<file path="config.mk">
export PLATFORM = sky130hd
export DESIGN_NAME = elevador_ctrl_param
export DESIGN_NICKNAME = d
export VERILOG_FILES = /design/src/rtl/elevador_ctrl_param.sv
export SDC_FILE = /design/constraint.sdc
export NUM_CORES = 1
export LEC_CHECK = 0
export BUFFER_PORTS_ARGS = -buffer_cell sky130_fd_sc_hd__buf_4
export CORE_MARGIN = 3
export CORE_UTILIZATION = 60
export DETAILED_ROUTE_END_ITERATION = 16
export PLACE_DENSITY = 0.79
export SETUP_SLACK_MARGIN = 0.1
export SYNTH_ARGS = -nofsm -noshare
export SYNTH_HDL_FRONTEND = slang
export SYNTH_SLANG_ARGS = --single-unit
export TNS_END_PERCENT = 100
</file>
<file path="constraint.sdc">
create_clock -name clk -period 4.8 [get_ports clk]
set_input_delay 1.2 -clock clk [delete_from_list [all_inputs] [get_ports clk]]
set_output_delay 1.2 -clock clk [all_outputs]
set_load 0.05 [all_outputs]
</file>
<file path="src/rtl/elevador_ctrl_param.sv">
// ---------------------------------------------------------------------------
// elevador_ctrl_param
//
// Parametrised elevator controller. Floor requests are latched into a pending
// mask and served with a direction-preserving sweep (SCAN): the car keeps
// moving in its current direction while requests remain ahead of it, then
// reverses. Floor travel and door dwell are timed in clock cycles. A
// saturating occupancy counter tracks people entering/leaving while the door
// is open.
//
// Ports:
//   clk                - system clock, all logic on the rising edge
//   reset              - synchronous, active-low
//   req                - level floor requests, bit i = floor i
//   person_enter       - rising edge = one person enters (counted in DOOR)
//   person_exit        - rising edge = one person leaves (counted in DOOR)
//   door_hold          - while high in DOOR the dwell timer restarts
//   motor_up           - car travelling up
//   motor_down         - car travelling down
//   door_open          - door open (DOOR state)
//   andar_atual        - current floor
//   andar_requisitado  - current target floor (one cycle latency)
//   num_people         - occupancy
//   overload           - occupancy at MAX_PEOPLE
//   pending            - latched request mask
// ---------------------------------------------------------------------------
module elevador_ctrl_param #(
    parameter int N_FLOORS    = 5,
    parameter int FLOOR_W     = $clog2(N_FLOORS),
    parameter int MOVE_CYCLES = 50000000,
    parameter int DOOR_CYCLES = 100000000,
    parameter int MAX_PEOPLE  = 9,
    parameter int PEOPLE_W    = 4
) (
    input  logic                clk,
    input  logic                reset,
    input  logic [N_FLOORS-1:0] req,
    input  logic                person_enter,
    input  logic                person_exit,
    input  logic                door_hold,
    output logic                motor_up,
    output logic                motor_down,
    output logic                door_open,
    output logic [FLOOR_W-1:0]  andar_atual,
    output logic [FLOOR_W-1:0]  andar_requisitado,
    output logic [PEOPLE_W-1:0] num_people,
    output logic                overload,
    output logic [N_FLOORS-1:0] pending
);

    localparam int MOVE_W = $clog2(MOVE_CYCLES);
    localparam int DOOR_W = $clog2(DOOR_CYCLES);

    localparam logic [MOVE_W-1:0]   MOVE_LAST = MOVE_W'(MOVE_CYCLES - 1);
    localparam logic [DOOR_W-1:0]   DOOR_LAST = DOOR_W'(DOOR_CYCLES - 1);
    localparam logic [FLOOR_W-1:0]  TOP_FLOOR = FLOOR_W'(N_FLOORS - 1);
    localparam logic [PEOPLE_W-1:0] MAX_P     = PEOPLE_W'(MAX_PEOPLE);

    typedef enum logic [1:0] {
        IDLE = 2'd0,
        MOVE = 2'd1,
        DOOR = 2'd2
    } state_t;

    typedef enum logic {
        UP   = 1'b0,
        DOWN = 1'b1
    } dir_t;

    // One-hot mask of floor f.
    function automatic logic [N_FLOORS-1:0] floor_bit(input logic [FLOOR_W-1:0] f);
        logic [N_FLOORS-1:0] m;
        m = '0;
        for (int i = 0; i < N_FLOORS; i++) begin
            if (FLOOR_W'(i) == f) m[i] = 1'b1;
        end
        return m;
    endfunction

    // Mask of floors strictly above f.
    function automatic logic [N_FLOORS-1:0] above_mask(input logic [FLOOR_W-1:0] f);
        logic [N_FLOORS-1:0] m;
        m = '0;
        for (int i = 0; i < N_FLOORS; i++) begin
            m[i] = (FLOOR_W'(i) > f);
        end
        return m;
    endfunction

    // Mask of floors strictly below f.
    function automatic logic [N_FLOORS-1:0] below_mask(input logic [FLOOR_W-1:0] f);
        logic [N_FLOORS-1:0] m;
        m = '0;
        for (int i = 0; i < N_FLOORS; i++) begin
            m[i] = (FLOOR_W'(i) < f);
        end
        return m;
    endfunction

    // Nearest pending floor in direction d, else nearest in the opposite
    // direction, else the current floor.
    function automatic logic [FLOOR_W-1:0] pick_target(input logic [N_FLOORS-1:0] p,
                                                       input logic [FLOOR_W-1:0]  f,
                                                       input dir_t                d);
        logic [N_FLOORS-1:0] up_set;
        logic [N_FLOORS-1:0] dn_set;
        logic [FLOOR_W-1:0]  up_f;
        logic [FLOOR_W-1:0]  dn_f;
        logic [FLOOR_W-1:0]  t;
        up_set = p & above_mask(f);
        dn_set = p & below_mask(f);
        up_f   = f;
        dn_f   = f;
        // Descending scan leaves the lowest floor above f.
        for (int i = N_FLOORS - 1; i >= 0; i--) begin
            if (up_set[i]) up_f = FLOOR_W'(i);
        end
        // Ascending scan leaves the highest floor below f.
        for (int i = 0; i < N_FLOORS; i++) begin
            if (dn_set[i]) dn_f = FLOOR_W'(i);
        end
        if (d == UP) begin
            t = (|up_set) ? up_f : ((|dn_set) ? dn_f : f);
        end else begin
            t = (|dn_set) ? dn_f : ((|up_set) ? up_f : f);
        end
        return t;
    endfunction

    state_t              state;
    dir_t                dir;
    logic [MOVE_W-1:0]   move_cnt;
    logic [DOOR_W-1:0]   door_cnt;
    logic                enter_q;
    logic                exit_q;

    logic [N_FLOORS-1:0] here_bit;
    logic [N_FLOORS-1:0] above_here;
    logic [N_FLOORS-1:0] below_here;
    logic [N_FLOORS-1:0] pending_lat;
    logic                req_here;
    logic                go_up;
    logic [FLOOR_W-1:0]  next_floor;
    logic [N_FLOORS-1:0] next_bit;
    logic [N_FLOORS-1:0] beyond_next;
    logic                enter_edge;
    logic                exit_edge;

    assign here_bit   = floor_bit(andar_atual);
    assign above_here = above_mask(andar_atual);
    assign below_here = below_mask(andar_atual);
    assign req_here   = |(req & here_bit);

    // A request for the floor the car is standing at (IDLE or DOOR) is served
    // by the door directly and never enters the pending mask.
    assign pending_lat = pending |
                         (req & ~(((state == IDLE) || (state == DOOR)) ? here_bit : '0));

    // SCAN decision: keep going up if there is work above and either we were
    // already going up or nothing waits below.
    assign go_up = (|(pending & above_here)) &&
                   ((dir == UP) || !(|(pending & below_here)));

    // Floor reached at the end of the current travel leg, clamped to the shaft.
    always_comb begin
        next_floor = andar_atual;
        if ((dir == UP) && (andar_atual != TOP_FLOOR)) begin
            next_floor = andar_atual + FLOOR_W'(1);
        end else if ((dir == DOWN) && (andar_atual != '0)) begin
            next_floor = andar_atual - FLOOR_W'(1);
        end
    end

    assign next_bit    = floor_bit(next_floor);
    assign beyond_next = pending & ((dir == UP) ? above_mask(next_floor)
                                                : below_mask(next_floor));

    assign enter_edge = person_enter & ~enter_q;
    assign exit_edge  = person_exit & ~exit_q;
    assign overload   = (num_people == MAX_P);

    // Main controller FSM with registered motor/door outputs.
    always_ff @(posedge clk) begin
        if (!reset) begin
            state             <= IDLE;
            dir               <= UP;
            andar_atual       <= '0;
            andar_requisitado <= '0;
            pending           <= '0;
            move_cnt          <= '0;
            door_cnt          <= '0;
            motor_up          <= 1'b0;
            motor_down        <= 1'b0;
            door_open         <= 1'b0;
        end else begin
            pending           <= pending_lat;
            andar_requisitado <= pick_target(pending, andar_atual, dir);

            unique case (state)
                IDLE: begin
                    // The pending check on the current floor only matters if a
                    // request for it was latched on the very edge the car
                    // arrived without stopping; the door then serves it here.
                    if (req_here || (|(pending & here_bit))) begin
                        state     <= DOOR;
                        door_cnt  <= '0;
                        door_open <= 1'b1;
                        pending   <= pending_lat & ~here_bit;
                    end else if (|pending) begin
                        state    <= MOVE;
                        move_cnt <= '0;
                        if (go_up) begin
                            dir        <= UP;
                            motor_up   <= 1'b1;
                            motor_down <= 1'b0;
                        end else begin
                            dir        <= DOWN;
                            motor_up   <= 1'b0;
                            motor_down <= 1'b1;
                        end
                    end
                end

                MOVE: begin
                    if (move_cnt == MOVE_LAST) begin
                        move_cnt    <= '0;
                        andar_atual <= next_floor;
                        if (|(pending & next_bit)) begin
                            state      <= DOOR;
                            door_cnt   <= '0;
                            door_open  <= 1'b1;
                            motor_up   <= 1'b0;
                            motor_down <= 1'b0;
                            pending    <= pending_lat & ~next_bit;
                        end else if (!(|beyond_next)) begin
                            state      <= IDLE;
                            motor_up   <= 1'b0;
                            motor_down <= 1'b0;
                        end
                    end else begin
                        move_cnt <= move_cnt + MOVE_W'(1);
                    end
                end

                DOOR: begin
                    if (door_hold || req_here) begin
                        door_cnt <= '0;
                    end else if (door_cnt == DOOR_LAST) begin
                        state     <= IDLE;
                        door_cnt  <= '0;
                        door_open <= 1'b0;
                    end else begin
                        door_cnt <= door_cnt + DOOR_W'(1);
                    end
                end

                default: begin
                    state      <= IDLE;
                    motor_up   <= 1'b0;
                    motor_down <= 1'b0;
                    door_open  <= 1'b0;
                end
            endcase
        end
    end

    // Occupancy: edges only count while the door is open; simultaneous
    // enter/exit edges cancel out.
    always_ff @(posedge clk) begin
        if (!reset) begin
            enter_q    <= 1'b0;
            exit_q     <= 1'b0;
            num_people <= '0;
        end else begin
            enter_q <= person_enter;
            exit_q  <= person_exit;
            if ((state == DOOR) && (enter_edge ^ exit_edge)) begin
                if (enter_edge) begin
                    if (num_people < MAX_P) num_people <= num_people + PEOPLE_W'(1);
                end else begin
                    if (num_people != '0) num_people <= num_people - PEOPLE_W'(1);
                end
            end
        end
    end

endmodule

</file>
==> results.toml <==
[timing]
rsz0062_at_grt = "no"
finalClockSkew_ns = 0.00867
setup_tns_ns = 0
drv_slew = 0
setup_violations = 0
period_share_pct = 79.0
worst_pin_slew_ns = 0.947
max_freq_mhz = 264
slew_headroom_pct = 36.6
hold_ws_ns = 0.481
final-hold-violation-count = 0
fin_crit_ns = 3.79

[synth]
ys_ff_latch = 76
synth_edf_count = 0
yosysTopAreaCellShare_pct = 32.4
ys_types = 65
yosysSeqAreaShare_pct = 32.4
async_flop_share_pct = 0
synthTopCellsByArea = "dfxtp_1, a21oi_1, nor2_1"
syn-cell-area_um2 = 4700
syn_nets = 606
avgSynthCellArea_um2 = 8.02
synth_common_cells = "dfxtp_1, nor2_1, nand2_1"
syn_inst = 586
synthFlopType = "dfxtp_1"
yosysWarnings = 0
yosys.area.top_type = "dfxtp_1"
yosysMostFrequentCell = "dfxtp_1"

[clock_tree]
post-cts-setup-buffers = 0
cts_tree = "done"
cts_made_buffers = 9
cts_resized = 0
path_clk_slew_ns = 0.08
root_buffer = "clkbuf_8"
ctsHoldBuffers = 0
cts_sinks = 76
cts_max_path_buffers = 2
htree_levels = 3
insertion_delay_ns = 0.36

[detailed_routing]
drt_first_pass_iters = 5
drt_iter0_drc = 352
wl_per_cell_um = 16.7
via_per_inst = 6.57
wirelength_um = 11600
vias = 4588
ant_nets = 0
drcViolationCount = 0

[pwr]
power_density_nw_per_um2 = 397
power_mw = 2.06
peakVddDrop_mv = 0.251
leakage_nw = 1.82

[floorplan]
ios = 29
core_area_um2 = 7410
initial_core_util_pct = 63.5
die_y_um = 94.5
core.rowCount = 31
dieArea_um2 = 8930
die_w_um = 94.5

[grt]
overflow = 0
grt_pass1_wl_um = 19600
first_global_vias = 4118
grt_max_degree = 40
track_usage_pct = 27.2
antenna_found_initial = 0

[finish]
drive_gt1_share_pct = 11.7
n_antenna_cell = 0
final_nets = 614
num-fill-cells = 617
area_growth_pct = 10.4
layout.cells.non_filler = 698

[critical_path]
cp-end-kind = "flop"
crit_type = "reg -> reg"
r2r_start = "andar_atual[0]"
worst_setup_path_start_kind = "flop"
critPathRequiredTime_ns = 4.98
crit_arrival_ns = 3.97
cp_max_fo = 19
r2r_setup_slack_ns = 1.01
cp-startpoint = "andar_atual[0]"

[place]
port_buffers = 28
placed_cells_incl_taps = 682
place_congestion = 0.908
hpwl_um = 7880

[min_path]
min_from = "door_cnt[26]"
min_path_type = "reg -> reg"

[run]
cap_violations = 0

[status]
status = "finished, final reports clean"
-- per-stage QoR --
step           setup slack (ns)  area (um^2)  utilization (%)
2_1_floorplan              1.16         4700                -
3_3_place_gp               1.05         4940             66.7
3_5_place_dp               1.02         4940             66.7
4_1_cts                    1.12         5190             70.1
5_1_grt                   0.689         5190             70.1
6_report                   1.01         5190             70.1
-- state kept, by name, summed over array words and instances (netlist names), 2 cells and up --
name / cells
pending: 5
num_people: 4
state: 2
move_cnt: 26
door_cnt: 27
andar_atual: 3
andar_requisitado: 3
-- layout by cell type (no fill, tap or decap), types with 4 or more instances in the layout --
| cell type | count |
|---|---|
| nand4_1 | 15 |
| or4_1 | 21 |
| dfxtp_1 | 76 |
| and2_1 | 4 |
| and3_1 | 15 |
| nor3_1 | 11 |
| nor2b_1 | 4 |
| o21ai_0 | 23 |
| and4_1 | 9 |
| a211oi_1 | 12 |
| nand2_1 | 53 |
| clkbuf_8 | 11 |
| nor4b_1 | 5 |
| xor2_1 | 19 |
| ha_1 | 9 |
| xnor2_1 | 11 |
| inv_1 | 10 |
| a21oi_1 | 46 |
| nand2b_1 | 6 |
| nand3_1 | 20 |
| o31ai_1 | 23 |
| a31oi_1 | 13 |
| buf_4 | 36 |
| mux2i_1 | 8 |
| o21a_1 | 4 |
| o21bai_1 | 6 |
| nor2_1 | 60 |
| o22ai_1 | 4 |
-- worst max-delay path, stage by stage, from the launching register on --
cell	delay, ns
dfxtp_1	0.31
buf_4	0.23
clkinv_1	0.12
ha_1	0.42
a211oi_1	0.39
a31oi_1	0.13
a21oi_1	0.38
and3_1	0.36
a21oi_1	0.15
a2111oi_2	0.89
a221oi_1	0.23
-- area by class of cell --
type / count / area, um^2 / share of cell area [%]
Clock buffer: 12 / 155 / 2.99
Clock inverter: 4 / 95.1 / 1.83
Inverter: 13 / 48.8 / 0.940
Multi-Input combinational cell: 458 / 2980 / 57.3
Sequential cell: 76 / 1520 / 29.3
Tap cell: 99 / 124 / 2.39
Timing Repair Buffer: 36 / 270 / 5.21
-- report_power, final --
part,internal [mW],switching [mW]
registers,0.673,0.0983
logic,0.222,0.452
clock network,0.373,0.240
-- per-layer routing --
metal	up-vias	share of wire [%]	wire (um)	GRT usage, %
met5	-	0	0	0
met4	0	2.0	232	10.7
met3	19	7.5	870	3.98
met2	210	46	5310	42.5
met1	2142	45	5220	38.0
li1	2217	-	-	-
-- final timing paths --
kind | to | cells after the start
max | pending[0] | 10
min | door_cnt[26] | 2
max reg2reg | pending[0] | 10
min reg2reg | door_cnt[26] | 2
-- cells by family (layout without fill, tap and decap cells) --
group / count (synthesis) / count (layout) / synth area share (%)
compound gates: 165 / 165 / 24.5
xor+xnor: 31 / 31 / 5.94
fa+ha+maj: 10 / 10 / 2.82
buf+inv: 52 / 65 / 4.60
flops: 76 / 76 / 32.4
mux: 11 / 11 / 2.90
simple gates: 241 / 241 / 26.9
No activity file was read; power rests on OpenSTA's default activity.
